--- config.mk ---
export PLATFORM = sky130hd
export DESIGN_NAME = nibble_sequencer_flat
export DESIGN_NICKNAME = d
export VERILOG_FILES = /design/src/rtl/nibble_sequencer_if.sv /design/src/rtl/nibble_sequencer.sv /design/src/flat_wrapper.sv
export SDC_FILE = /design/constraint.sdc
export NUM_CORES = 1
export LEC_CHECK = 0
export CORE_MARGIN = 2
export CORE_UTILIZATION = 45
export CTS_BUF_LIST = sky130_fd_sc_hd__clkbuf_16
export CTS_CLUSTER_SIZE = 28
export DETAILED_ROUTE_END_ITERATION = 7
export PLACE_DENSITY = 0.87
export SKIP_LAST_GASP = 1
export SLEW_MARGIN = 20
export SYNTH_ARGS = -nofsm -noshare
export SYNTH_HDL_FRONTEND = slang
export SYNTH_SLANG_ARGS = --single-unit
--- constraint.sdc ---
create_clock -name clk -period 2.3 [get_ports clk]
set_input_delay 0.46 -clock clk [delete_from_list [all_inputs] [get_ports clk]]
set_output_delay 0.46 -clock clk [all_outputs]
set_load 0.1 [all_outputs]
--- src/rtl/nibble_sequencer_if.sv ---
`timescale 1ns/1ps
// Purpose : groups the program-ROM and datapath-control signals of one nibble processor.
// Latency : none; this is only a bundle of wires.
// Backpressure: none; the sequencer is free-running and every signal here is point-to-point.
// Ports   : master = sequencer side (drives rom_addr and the control outputs, reads rom_data/c/z);
//           slave  = ROM + datapath side (drives rom_data/c/z, reads everything else).
interface nibble_sequencer_if;
    logic [11:0] rom_addr;
    logic [7:0]  rom_data;
    logic        c;
    logic        z;
    logic [2:0]  sel;
    logic        accu_en;
    logic        bus1_en;
    logic        bus2_en;
    logic [3:0]  operand;
    logic        out_strobe;
    logic        c_flag;
    logic        z_flag;
    logic        halted;

    modport master (
        output rom_addr, sel, accu_en, bus1_en, bus2_en, operand,
               out_strobe, c_flag, z_flag, halted,
        input  rom_data, c, z
    );

    modport slave (
        input  rom_addr, sel, accu_en, bus1_en, bus2_en, operand,
               out_strobe, c_flag, z_flag, halted,
        output rom_data, c, z
    );
endinterface

--- src/rtl/nibble_sequencer.sv ---
`timescale 1ns/1ps
// Purpose : fetch/decode control unit for the 4-bit accumulator datapath, fed by an async-read ROM.
// Latency : 2 cycles per instruction (FETCH, EXEC), 3 for jumps (FETCH, EXEC, JADDR); accumulator
//           result visible the cycle after EXEC.  Backpressure: none, free-running until HALT.
// Ports   : clk, reset (async, active-high); bus (nibble_sequencer_if.master):
//           rom_addr/rom_data program ROM; c/z ALU flags in; sel, accu_en, bus1_en, bus2_en,
//           operand, out_strobe datapath controls; c_flag/z_flag registered flags; halted status.
// Option  : define NIBBLE_SEQ_COND_JUMP_EN to make opcodes 0x7-0xA two-byte conditional jumps
//           (JC, JNC, JZ, JNZ); without it they decode as one-byte NOPs.
module nibble_sequencer #(
    parameter logic [11:0] RESET_VECTOR = 12'h000
) (
    input  logic               clk,
    input  logic               reset,
    nibble_sequencer_if.master bus
);

    localparam logic [3:0] OP_NOP  = 4'h0;
    localparam logic [3:0] OP_LIT  = 4'h1;
    localparam logic [3:0] OP_ADD  = 4'h2;
    localparam logic [3:0] OP_SUB  = 4'h3;
    localparam logic [3:0] OP_NAND = 4'h4;
    localparam logic [3:0] OP_OUT  = 4'h5;
    localparam logic [3:0] OP_CMP  = 4'h6;
    localparam logic [3:0] OP_JC   = 4'h7;
    localparam logic [3:0] OP_JNC  = 4'h8;
    localparam logic [3:0] OP_JZ   = 4'h9;
    localparam logic [3:0] OP_JNZ  = 4'hA;
    localparam logic [3:0] OP_JMP  = 4'hB;
    localparam logic [3:0] OP_HALT = 4'hF;

    localparam logic [2:0] SEL_PASSA = 3'd0;
    localparam logic [2:0] SEL_SUB   = 3'd1;
    localparam logic [2:0] SEL_PASSB = 3'd2;
    localparam logic [2:0] SEL_ADD   = 3'd3;
    localparam logic [2:0] SEL_NAND  = 3'd4;

    typedef enum logic [1:0] {
        S_FETCH = 2'd0,
        S_EXEC  = 2'd1,
        S_JADDR = 2'd2,
        S_HALT  = 2'd3
    } state_t;

    state_t      state, state_nxt;
    logic [11:0] pc, pc_nxt;
    logic [7:0]  ir, ir_nxt;
    logic        c_q, z_q, c_nxt, z_nxt;

    logic [3:0]  opcode;
    logic        is_jump;
    logic        jump_taken;

    logic [2:0]  sel;
    logic        accu_en;
    logic        bus1_en;
    logic        bus2_en;
    logic [3:0]  operand;
    logic        out_strobe;
    logic        flag_upd;

    assign opcode = ir[7:4];

    // Jump classification.  Conditions look only at the registered flags, which cannot change
    // while a jump is in flight because jumps never request a flag update.
    always_comb begin
        is_jump    = 1'b0;
        jump_taken = 1'b0;
        case (opcode)
`ifdef NIBBLE_SEQ_COND_JUMP_EN
            OP_JC:  begin is_jump = 1'b1; jump_taken = c_q;  end
            OP_JNC: begin is_jump = 1'b1; jump_taken = !c_q; end
            OP_JZ:  begin is_jump = 1'b1; jump_taken = z_q;  end
            OP_JNZ: begin is_jump = 1'b1; jump_taken = !z_q; end
`else
            OP_JC, OP_JNC, OP_JZ, OP_JNZ: begin
                is_jump    = 1'b0;
                jump_taken = 1'b0;
            end
`endif
            OP_JMP: begin is_jump = 1'b1; jump_taken = 1'b1; end
            default: begin
                is_jump    = 1'b0;
                jump_taken = 1'b0;
            end
        endcase
    end

    always_ff @(posedge clk or posedge reset) begin
        if (reset) begin
            state <= S_FETCH;
            pc    <= RESET_VECTOR;
            ir    <= 8'h00;
            c_q   <= 1'b0;
            z_q   <= 1'b0;
        end else begin
            state <= state_nxt;
            pc    <= pc_nxt;
            ir    <= ir_nxt;
            c_q   <= c_nxt;
            z_q   <= z_nxt;
        end
    end

    // Next state and control outputs.  All datapath controls are combinational from state+ir
    // so an asynchronous reset removes them in the same cycle.
    always_comb begin
        state_nxt  = state;
        pc_nxt     = pc;
        ir_nxt     = ir;
        c_nxt      = c_q;
        z_nxt      = z_q;
        sel        = SEL_PASSA;
        accu_en    = 1'b0;
        bus1_en    = 1'b0;
        bus2_en    = 1'b0;
        operand    = 4'h0;
        out_strobe = 1'b0;
        flag_upd   = 1'b0;

        case (state)
            S_FETCH: begin
                ir_nxt    = bus.rom_data;
                state_nxt = S_EXEC;
                // A HALT byte does not advance pc, so rom_addr stays parked on the HALT
                // instruction for as long as the core is halted.
                if (bus.rom_data[7:4] != OP_HALT) begin
                    pc_nxt = pc + 12'd1;
                end
            end

            S_EXEC: begin
                operand   = ir[3:0];
                state_nxt = S_FETCH;
                case (opcode)
                    OP_LIT: begin
                        sel     = SEL_PASSB;
                        bus1_en = 1'b1;
                        accu_en = 1'b1;
                    end
                    OP_ADD: begin
                        sel      = SEL_ADD;
                        bus1_en  = 1'b1;
                        accu_en  = 1'b1;
                        flag_upd = 1'b1;
                    end
                    OP_SUB: begin
                        sel      = SEL_SUB;
                        bus1_en  = 1'b1;
                        accu_en  = 1'b1;
                        flag_upd = 1'b1;
                    end
                    OP_NAND: begin
                        sel      = SEL_NAND;
                        bus1_en  = 1'b1;
                        accu_en  = 1'b1;
                        flag_upd = 1'b1;
                    end
                    OP_OUT: begin
                        sel        = SEL_PASSA;
                        bus2_en    = 1'b1;
                        out_strobe = 1'b1;
                    end
                    OP_CMP: begin
                        // Subtract for flags only; the accumulator keeps its value.
                        sel      = SEL_SUB;
                        bus1_en  = 1'b1;
                        flag_upd = 1'b1;
                    end
                    OP_HALT: begin
                        state_nxt = S_HALT;
                    end
                    default: begin
                        // NOP, reserved opcodes and the first cycle of a jump: no enables.
                        if (is_jump) begin
                            state_nxt = S_JADDR;
                        end
                    end
                endcase
                if (flag_upd) begin
                    c_nxt = bus.c;
                    z_nxt = bus.z;
                end
            end

            S_JADDR: begin
                // rom_data is the low address byte sitting at pc; the high nibble came with ir.
                state_nxt = S_FETCH;
                if (jump_taken) begin
                    pc_nxt = {ir[3:0], bus.rom_data};
                end else begin
                    pc_nxt = pc + 12'd1;
                end
            end

            S_HALT: begin
                state_nxt = S_HALT;
            end

            default: begin
                state_nxt = S_FETCH;
            end
        endcase
    end

    assign bus.rom_addr   = pc;
    assign bus.sel        = sel;
    assign bus.accu_en    = accu_en;
    assign bus.bus1_en    = bus1_en;
    assign bus.bus2_en    = bus2_en;
    assign bus.operand    = operand;
    assign bus.out_strobe = out_strobe;
    assign bus.c_flag     = c_q;
    assign bus.z_flag     = z_q;
    assign bus.halted     = (state == S_HALT);

endmodule

--- src/flat_wrapper.sv ---
// flat-port wrapper written by rule: the top's interface ports become plain ports
module nibble_sequencer_flat 
#(
    parameter logic [11:0] RESET_VECTOR = 12'h000
)
  (clk, reset, bus_rom_addr, bus_sel, bus_accu_en, bus_bus1_en, bus_bus2_en, bus_operand, bus_out_strobe, bus_c_flag, bus_z_flag, bus_halted, bus_rom_data, bus_c, bus_z);
  nibble_sequencer_if bus_i ();
  input  logic clk;
  input  logic reset;
  output wire logic [$bits(bus_i.rom_addr)-1:0] bus_rom_addr;
  output wire logic [$bits(bus_i.sel)-1:0] bus_sel;
  output wire logic [$bits(bus_i.accu_en)-1:0] bus_accu_en;
  output wire logic [$bits(bus_i.bus1_en)-1:0] bus_bus1_en;
  output wire logic [$bits(bus_i.bus2_en)-1:0] bus_bus2_en;
  output wire logic [$bits(bus_i.operand)-1:0] bus_operand;
  output wire logic [$bits(bus_i.out_strobe)-1:0] bus_out_strobe;
  output wire logic [$bits(bus_i.c_flag)-1:0] bus_c_flag;
  output wire logic [$bits(bus_i.z_flag)-1:0] bus_z_flag;
  output wire logic [$bits(bus_i.halted)-1:0] bus_halted;
  input wire logic [$bits(bus_i.rom_data)-1:0] bus_rom_data;
  input wire logic [$bits(bus_i.c)-1:0] bus_c;
  input wire logic [$bits(bus_i.z)-1:0] bus_z;
  assign bus_rom_addr = bus_i.rom_addr;
  assign bus_sel = bus_i.sel;
  assign bus_accu_en = bus_i.accu_en;
  assign bus_bus1_en = bus_i.bus1_en;
  assign bus_bus2_en = bus_i.bus2_en;
  assign bus_operand = bus_i.operand;
  assign bus_out_strobe = bus_i.out_strobe;
  assign bus_c_flag = bus_i.c_flag;
  assign bus_z_flag = bus_i.z_flag;
  assign bus_halted = bus_i.halted;
  assign bus_i.rom_data = bus_rom_data;
  assign bus_i.c = bus_c;
  assign bus_i.z = bus_z;
  nibble_sequencer #(.RESET_VECTOR(RESET_VECTOR)) u_core (.clk(clk), .reset(reset), .bus(bus_i));
endmodule
==> flow_summary.json, run 1 <==
{
  "grt.overflow.total": 0,
  "hold_path.class": "reg -> reg",
  "drv_cap": 0,
  "die_x_um": 60.8,
  "critPathKind": "reg -> out",
  "synth_cells": 151,
  "syn_to_final_growth_pct": 41.4,
  "rsz0062_at_grt": "false",
  "setup-violations-final": 0,
  "async_flop_share_pct": 100,
  "ys.flop_type": "dfrtp_1",
  "initial_core_util_pct": 47.6,
  "syn_nets": 164,
  "postCtsResizedCells": 0,
  "die_h_um": 60.8,
  "fin_tns_setup_ns": 0,
  "r2r-end": "u_core.bus.rom_addr[7]$_DFFE_PP0P_",
  "viasPerCell": 5.76,
  "yosysWarnings": 0,
  "end_kind": "output port",
  "numCtsBuffers": 3,
  "cp-startpoint": "u_core.state[1]$_DFF_PP0_",
  "slew_headroom_pct": 47.8,
  "status": "completed",
  "cp-endpoint": "bus_sel[2]",
  "core_um2": 3050,
  "synth_area_leaders": "dfrtp_1, mux2_2, a2bb2oi_2",
  "antenna_cells": 0,
  "cts_hold_buf": 0,
  "drtAntennaViolNets": 0,
  "drtPass1Iterations": 4,
  "h-tree-depth": 1,
  "first_iter_violations": 59,
  "cts_setup_buffers": 0,
  "seq_area_um2": 602,
  "hold_viol_final": 0,
  "path_delay_family": "simple AND/OR/NAND/NOR gates",
  "nets": 202,
  "grt_pass1_vias": 1320,
  "timing.rr.start": "u_core.ir[6]$_DFFE_PP0N_",
  "cp.buffers_inverters": 1,
  "fmax_mhz": 466,
  "timing.final.crit_share_pct": 93.2,
  "synth_cell_types": 40,
  "fp-row-count": 20,
  "wl_per_cell_um": 15.5,
  "final_util_pct": 67.3,
  "avgSynthCellArea_um2": 9.63,
  "setup_ws_ns": 0.156,
  "antenna_found_initial": 0,
  "layout_commonest_cell": "dfrtp_1",
  "final_cell_mix": "dfrtp_1, buf_4, clkdlybuf4s50_1, buf_12, nand2_1",
  "n_fill_cell": 265,
  "worstMarginPinSlew_ns": 0.783,
  "synth_top_area_share_pct": 41.3,
  "finClkSkew_ns": 0.00154,
  "dieArea_um2": 3700,
  "grtUsageTotal_pct": 22.1,
  "drt_wl_total_um": 3590,
  "synth_edf_count": 0,
  "path_max_fanout": 7,
  "period_needed_ns": 2.14,
  "syn_area_um2": 1450,
  "root_buffer": "clkbuf_16",
  "arrival_ns": 1.68,
  "num_io_pins": 38,
  "dp_hpwl_um": 2750,
  "cp_num_cells": 5,
  "crit_path_start_kind": "flop",
  "path_clk_slew_ns": 0.06,
  "cts_tree": "done",
  "detailroute.via_count": 1336,
  "grt_pass1_wl_um": 6090,
  "clockBufferDepth": 2,
  "rrSetupSlack_ns": 0.33,
  "layout-drive-gt1-share_pct": 31.9,
  "drcViolationCount": 0,
  "clk_latency_ns": 0.25,
  "yosysSeqAreaShare_pct": 41.3,
  "place_ws_ns": 0.348,
  "ys_ff_latch": 24,
  "cts.sinks": 24,
  "crit_slowest_cell": "dfrtp_1",
  "multi_input_area_um2": 798,
  "synth_top_cell_by_area": "dfrtp_1",
  "r2r_cells": 4,
  "grt_max_degree": 25,
  "path_cells": "nor2b_4, nor2b_1, nand2_1, nor3_4, buf_12",
  "routabilityCongestion": 0.842,
  "portBuffers": 37,
  "slowest_delay_ns": 0.45,
  "slew_viol_final": 0,
  "cp_data_required_time_ns": 1.84
}
-- synthesized netlist by cell type (5+ instances only) --
library cell / count
dfrtp_1: 24
nand2_1: 10
mux2_2: 9
nor2_1: 8
nor3_1: 8
inv_1: 7
nand4_1: 7
o21ai_0: 7
nand3_1: 6
o22ai_1: 6
a21oi_1: 5
a2bb2oi_1: 5
and2_1: 5
-- state kept, by name, summed over array words and instances, names as in the netlist --
name / cells
u_core.bus.z_flag: 1
u_core.bus.c_flag: 1
u_core.ir: 8
u_core.state: 2
u_core.bus.rom_addr: 12
-- routing by layer --
layer,vias to the layer above,global-route usage (%),wire length [um]
met4,0,8.39,40
li1,627,-,-
met5,-,0,0
met2,62,39.3,1830
met1,641,26.8,1490
met3,6,3.20,228
-- worst min path at each step --
| stage | from | to | slack (ns) | cells after the start |
|---|---|---|---|---|
| finish | u_core.bus.c_flag$_DFFE_PP0P_ | u_core.bus.c_flag$_DFFE_PP0P_ | 0.50 | 1 |
| CTS | u_core.bus.c_flag$_DFFE_PP0P_ | u_core.bus.c_flag$_DFFE_PP0P_ | 0.51 | 1 |
| detailed placement | u_core.bus.c_flag$_DFFE_PP0P_ | u_core.bus.c_flag$_DFFE_PP0P_ | 0.50 | 1 |
| global placement | u_core.bus.z_flag$_DFFE_PP0P_ | u_core.bus.z_flag$_DFFE_PP0P_ | 0.49 | 1 |
| floorplan | reset | u_core.bus.c_flag$_DFFE_PP0P_ | 0.47 | 1 |
| global route | u_core.bus.c_flag$_DFFE_PP0P_ | u_core.bus.c_flag$_DFFE_PP0P_ | 0.53 | 1 |
-- through the flow --
| stage | cell area [um^2] | hold slack, ns | std cells |
|---|---|---|---|
| 3_3_place_gp | 1980 | 0.488 | 228 |
| 5_1_grt | 2060 | 0.528 | 232 |
| 3_5_place_dp | 1980 | 0.498 | 228 |
| 2_1_floorplan | 1500 | 0.475 | 151 |
| 6_report | 2060 | 0.505 | 232 |
| 4_1_cts | 2050 | 0.511 | 232 |
-- area by class of cell --
| cell class | count | share of cell area [%] |
|---|---|---|
| tap | 44 | 2.68 |
| sequential | 24 | 29.3 |
| clock buffer | 3 | 3.65 |
| timing repair buffer | 44 | 24.1 |
| inverter | 7 | 1.28 |
| multi-input combinational | 109 | 38.8 |
| clock inverter | 1 | 0.183 |
-- cell families (layout without fill, tap and decap cells) --
kind of cell / Yosys count / count (layout) / share of synthesized area (%)
buffers and inverters: 18 / 55 / 6.88
and+or+nand+nor: 54 / 54 / 19.3
DFF: 24 / 24 / 41.3
adders and majority gates: 1 / 1 / 0.860
AOI/OAI and AO/OA: 41 / 41 / 22.0
muxes: 12 / 12 / 9.04
xor gates and xnor gates: 1 / 1 / 0.603
Power of run 1 is not shown: default switching activity piles up to over one toggle a cycle in this logic, so the estimate is an artifact.
==> run 2: changes to the inputs <==
- PLACE_DENSITY: 0.87 -> 0.76
==> run 2 against run 1 <==
Compared with the run above: register-to-register slack gained 0.03 ns; final cell count rose by 1.7%; first-iteration DRC count down 19%; clock skew grew 0.0014 ns; count of clock-buffer cells in the layout stayed put; sequential share of layout area shrank 0.86 points; die area unchanged; non-clock buffer count is 4 higher; routed wire length rose by 2.6%; via count down 0.52%; fmax decreased by 0.61%; worst setup slack got worse by 0.013 ns; critical path type unchanged; largest cell class unchanged; highest routed layer unchanged.
==> flow_summary.json, run 2 (synthesis gave the netlist of run 1 again) <==
{
  "status": "completed",
  "cts_tree": "done",
  "antenna_found_initial": 0,
  "hold_viol_final": 0,
  "drv_cap": 0,
  "timing.final.crit_share_pct": 93.8,
  "multi_input_area_um2": 801,
  "cts_setup_buffers": 0,
  "path_max_fanout": 8,
  "hold_path.class": "reg -> reg",
  "layout_commonest_cell": "buf_4",
  "dieArea_um2": 3700,
  "path_cells": "nor2b_4, nor2b_2, nand2_1, nor3_4, buf_12",
  "rsz0062_at_grt": "false",
  "end_kind": "output port",
  "clk_latency_ns": 0.26,
  "wl_per_cell_um": 15.6,
  "layout-drive-gt1-share_pct": 33.9,
  "routabilityCongestion": 0.904,
  "setup-violations-final": 0,
  "cp.buffers_inverters": 1,
  "worstMarginPinSlew_ns": 0.799,
  "cp_data_required_time_ns": 1.84,
  "cts.sinks": 24,
  "drtAntennaViolNets": 0,
  "slew_headroom_pct": 46.7,
  "viasPerCell": 5.63,
  "syn_to_final_growth_pct": 45.4,
  "detailroute.via_count": 1329,
  "postCtsResizedCells": 0,
  "clockBufferDepth": 2,
  "die_h_um": 60.8,
  "numCtsBuffers": 3,
  "arrival_ns": 1.70,
  "n_fill_cell": 242,
  "slowest_delay_ns": 0.47,
  "cts_hold_buf": 0,
  "antenna_cells": 0,
  "grt_max_degree": 25,
  "drt_wl_total_um": 3680,
  "slew_viol_final": 0,
  "rrSetupSlack_ns": 0.36,
  "crit_slowest_cell": "dfrtp_1",
  "grt.overflow.total": 0,
  "critPathKind": "reg -> out",
  "h-tree-depth": 1,
  "initial_core_util_pct": 47.6,
  "die_x_um": 60.8,
  "fmax_mhz": 464,
  "final_cell_mix": "buf_4, dfrtp_1, clkdlybuf4s50_1, buf_12, nand2_1",
  "root_buffer": "clkbuf_16",
  "crit_path_start_kind": "flop",
  "core_um2": 3050,
  "grt_pass1_wl_um": 6110,
  "path_clk_slew_ns": 0.06,
  "finClkSkew_ns": 0.00290,
  "grt_pass1_vias": 1305,
  "num_io_pins": 38,
  "hold_slack_ns": 0.513,
  "portBuffers": 37,
  "drtPass1Iterations": 5,
  "path_delay_family": "simple AND/OR/NAND/NOR gates",
  "largest_reg_flops": 12,
  "period_needed_ns": 2.16,
  "dp_hpwl_um": 2720,
  "seq_area_um2": 601,
  "fp-row-count": 20,
  "drcViolationCount": 0,
  "nets": 206,
  "grtUsageTotal_pct": 22.3,
  "first_iter_violations": 48
}
==> run 2: final cells by class <==
cell class	instances	share of cell area, %
repair buffers	48	24.9
multi-input cells	109	37.9
well taps	44	2.61
clock buffers	3	3.55
inverters	7	1.24
clock inverters	1	1.42
flip-flops and latches	24	28.4
==> run 2: final timing paths <==
kind,startpoint,end,cells after the start
worst max-delay path,u_core.state[0]$_DFF_PP0_,bus_sel[2],5
worst min-delay path,u_core.bus.z_flag$_DFFE_PP0P_,u_core.bus.z_flag$_DFFE_PP0P_,1
worst max register to register,u_core.state[0]$_DFF_PP0_,u_core.bus.rom_addr[2]$_DFFE_PP0P_,4
worst min register to register,u_core.bus.z_flag$_DFFE_PP0P_,u_core.bus.z_flag$_DFFE_PP0P_,1
max in group asynchronous,reset,u_core.bus.rom_addr[5]$_DFFE_PP0P_,3
min in group asynchronous,reset,u_core.bus.z_flag$_DFFE_PP0P_,3
==> run 2: routing by layer <==
metal | share of wire [%] | track usage (%) | vias to the layer above
met4 | 2.1 | 10.6 | 0
met3 | 5.1 | 4.05 | 9
met1 | 42 | 29.5 | 632
li1 | - | - | 639
met5 | 0 | 0 | -
met2 | 51 | 35.5 | 49
==> run 2: stage by stage <==
step | cell area, um^2 | instances | setup TNS [ns] | utilization (%) | setup WS, ns
after detailed placement | 2010 | 232 | 0 | 65.7 | 0.338
after global routing | 2110 | 236 | 0 | 69.2 | 0.0123
final | 2110 | 236 | 0 | 69.2 | 0.143
after CTS | 2110 | 236 | 0 | 69.1 | 0.0897
after global placement | 2010 | 232 | 0 | 65.7 | 0.359
after floorplan | 1500 | 151 | -0.745 | - | -0.268
Power of run 2 is left out for the same reason.
==> run 3: changes to the inputs <==
- CORE_UTILIZATION: 45 -> 40
- PLACE_DENSITY: 0.76 -> 0.69
==> run 3 against run 2 <==
Compared with the run above: sequential cell count is the same; final cell count down 0.42%; via count hardly changed; first-iteration DRC count rose by 8.3%; count of clock-buffer cells in the layout is the same; clock skew about the same.
==> flow_summary.json, run 3 (synthesis gave the netlist of run 1 again) <==
{
  "dieArea_um2": 4130,
  "path_max_fanout": 8,
  "h-tree-depth": 1,
  "layout_commonest_cell": "dfrtp_1",
  "initial_core_util_pct": 42.6,
  "antenna_found_initial": 0,
  "core_um2": 3420,
  "die_x_um": 64.3,
  "n_fill_cell": 296,
  "first_iter_violations": 52,
  "wl_per_cell_um": 16.3,
  "fmax_mhz": 454,
  "finClkSkew_ns": 0.00300,
  "timing.final.crit_share_pct": 95.7,
  "final_util_pct": 60.9,
  "period_needed_ns": 2.20,
  "slew_viol_final": 0,
  "drv_cap": 0,
  "hold_slack_ns": 0.527,
  "cts_tree": "done",
  "viasPerCell": 5.65,
  "setup-violations-final": 0,
  "hold_viol_final": 0,
  "multi_input_area_um2": 801,
  "clk_latency_ns": 0.26,
  "critPathKind": "reg -> out",
  "hold_path.class": "reg -> reg",
  "grt_pass1_wl_um": 6360,
  "grtUsageTotal_pct": 19.7,
  "layout-drive-gt1-share_pct": 32.3,
  "drtPass1Iterations": 4,
  "drcViolationCount": 0,
  "arrival_ns": 1.74,
  "routabilityCongestion": 0.819,
  "worstMarginPinSlew_ns": 0.466,
  "root_buffer": "clkbuf_16",
  "path_clk_slew_ns": 0.06,
  "rsz0062_at_grt": "false",
  "end_kind": "output port",
  "drt_wl_total_um": 3840,
  "die_h_um": 64.3,
  "syn_to_final_growth_pct": 43.0,
  "grt_max_degree": 25,
  "portBuffers": 37,
  "drtAntennaViolNets": 0,
  "cts.sinks": 24,
  "slew_headroom_pct": 68.8,
  "rrSetupSlack_ns": 0.41,
  "seq_area_um2": 601,
  "status": "completed",
  "nets": 203,
  "antenna_cells": 0,
  "cp_data_required_time_ns": 1.84,
  "num_io_pins": 38,
  "detailroute.via_count": 1328,
  "crit_path_start_kind": "flop",
  "cts_hold_buf": 0,
  "clockBufferDepth": 2,
  "dp_hpwl_um": 2850,
  "largest_reg_flops": 12,
  "numCtsBuffers": 3,
  "final_cell_mix": "dfrtp_1, buf_4, buf_12",
  "grt_pass1_vias": 1347,
  "fp-row-count": 21,
  "grt.overflow.total": 0
}
==> run 3: cell count changes in the layout (fill, tap and decap cells not counted), sizes merged <==
cell    change
buf         -3
bufinv      -1
clkinv      +1
==> run 3: per-layer routing <==
layer  part of all wire, %  track usage, %  up-vias  wire [um]
li1                      -               -      629          -
met1                    42            24.6      644       1600
met2                    51            33.5       50       1940
met3                   6.7            4.23        5        257
met4                   1.1            7.18        0         41
met5                     0               0        -          0
==> run 3: what timing repair did <==
action	4_1_cts	5_1_grt
resized for setup	0	1
endpoints found under the setup margin	0	1
hold endpoints to repair	0	0
setup buffers	0	0
==> run 3: final cells by class <==
cell class                 instances  area share (%)
clock buffer                       3            3.61
timing repair buffer              45            24.8
tap                               46            2.77
clock inverter                     1           0.181
sequential                        24            28.9
multi-input combinational        109            38.5
inverter                           7            1.26
==> run 3: stage by stage <==
stage          std cells  TNS (ns)  instance area, um^2  worst slack (ns)
3_3_place_gp         231         0                 2000             0.361
5_1_grt              235         0                 2080            0.0139
2_1_floorplan        151    -0.745                 1500            -0.268
4_1_cts              235         0                 2080            0.0786
3_5_place_dp         231         0                 2000             0.332
6_report             235         0                 2080            0.0984
==> run 3: critical path, cell delays in order, from the launching register on <==
cell and delay [ns]:
dfrtp_1 0.46, nor2b_4 0.27, nor2b_2 0.21, nand2_1 0.10, nor3_4 0.24, buf_12 0.20
==> run 3: final timing paths <==
kind                                                from                                  end  cells after the start
hold / removal             u_core.bus.z_flag$_DFFE_PP0P_        u_core.bus.z_flag$_DFFE_PP0P_                      1
setup / recovery               u_core.state[0]$_DFF_PP0_                           bus_sel[2]                      5
max in group asynchronous                          reset  u_core.bus.rom_addr[11]$_DFFE_PP0P_                      3
hold reg to reg            u_core.bus.z_flag$_DFFE_PP0P_        u_core.bus.z_flag$_DFFE_PP0P_                      1
min in group asynchronous                          reset        u_core.bus.c_flag$_DFFE_PP0P_                      3
setup reg to reg                u_core.ir[6]$_DFFE_PP0N_   u_core.bus.rom_addr[7]$_DFFE_PP0P_                      5
Power of run 3 is left out for the same reason.
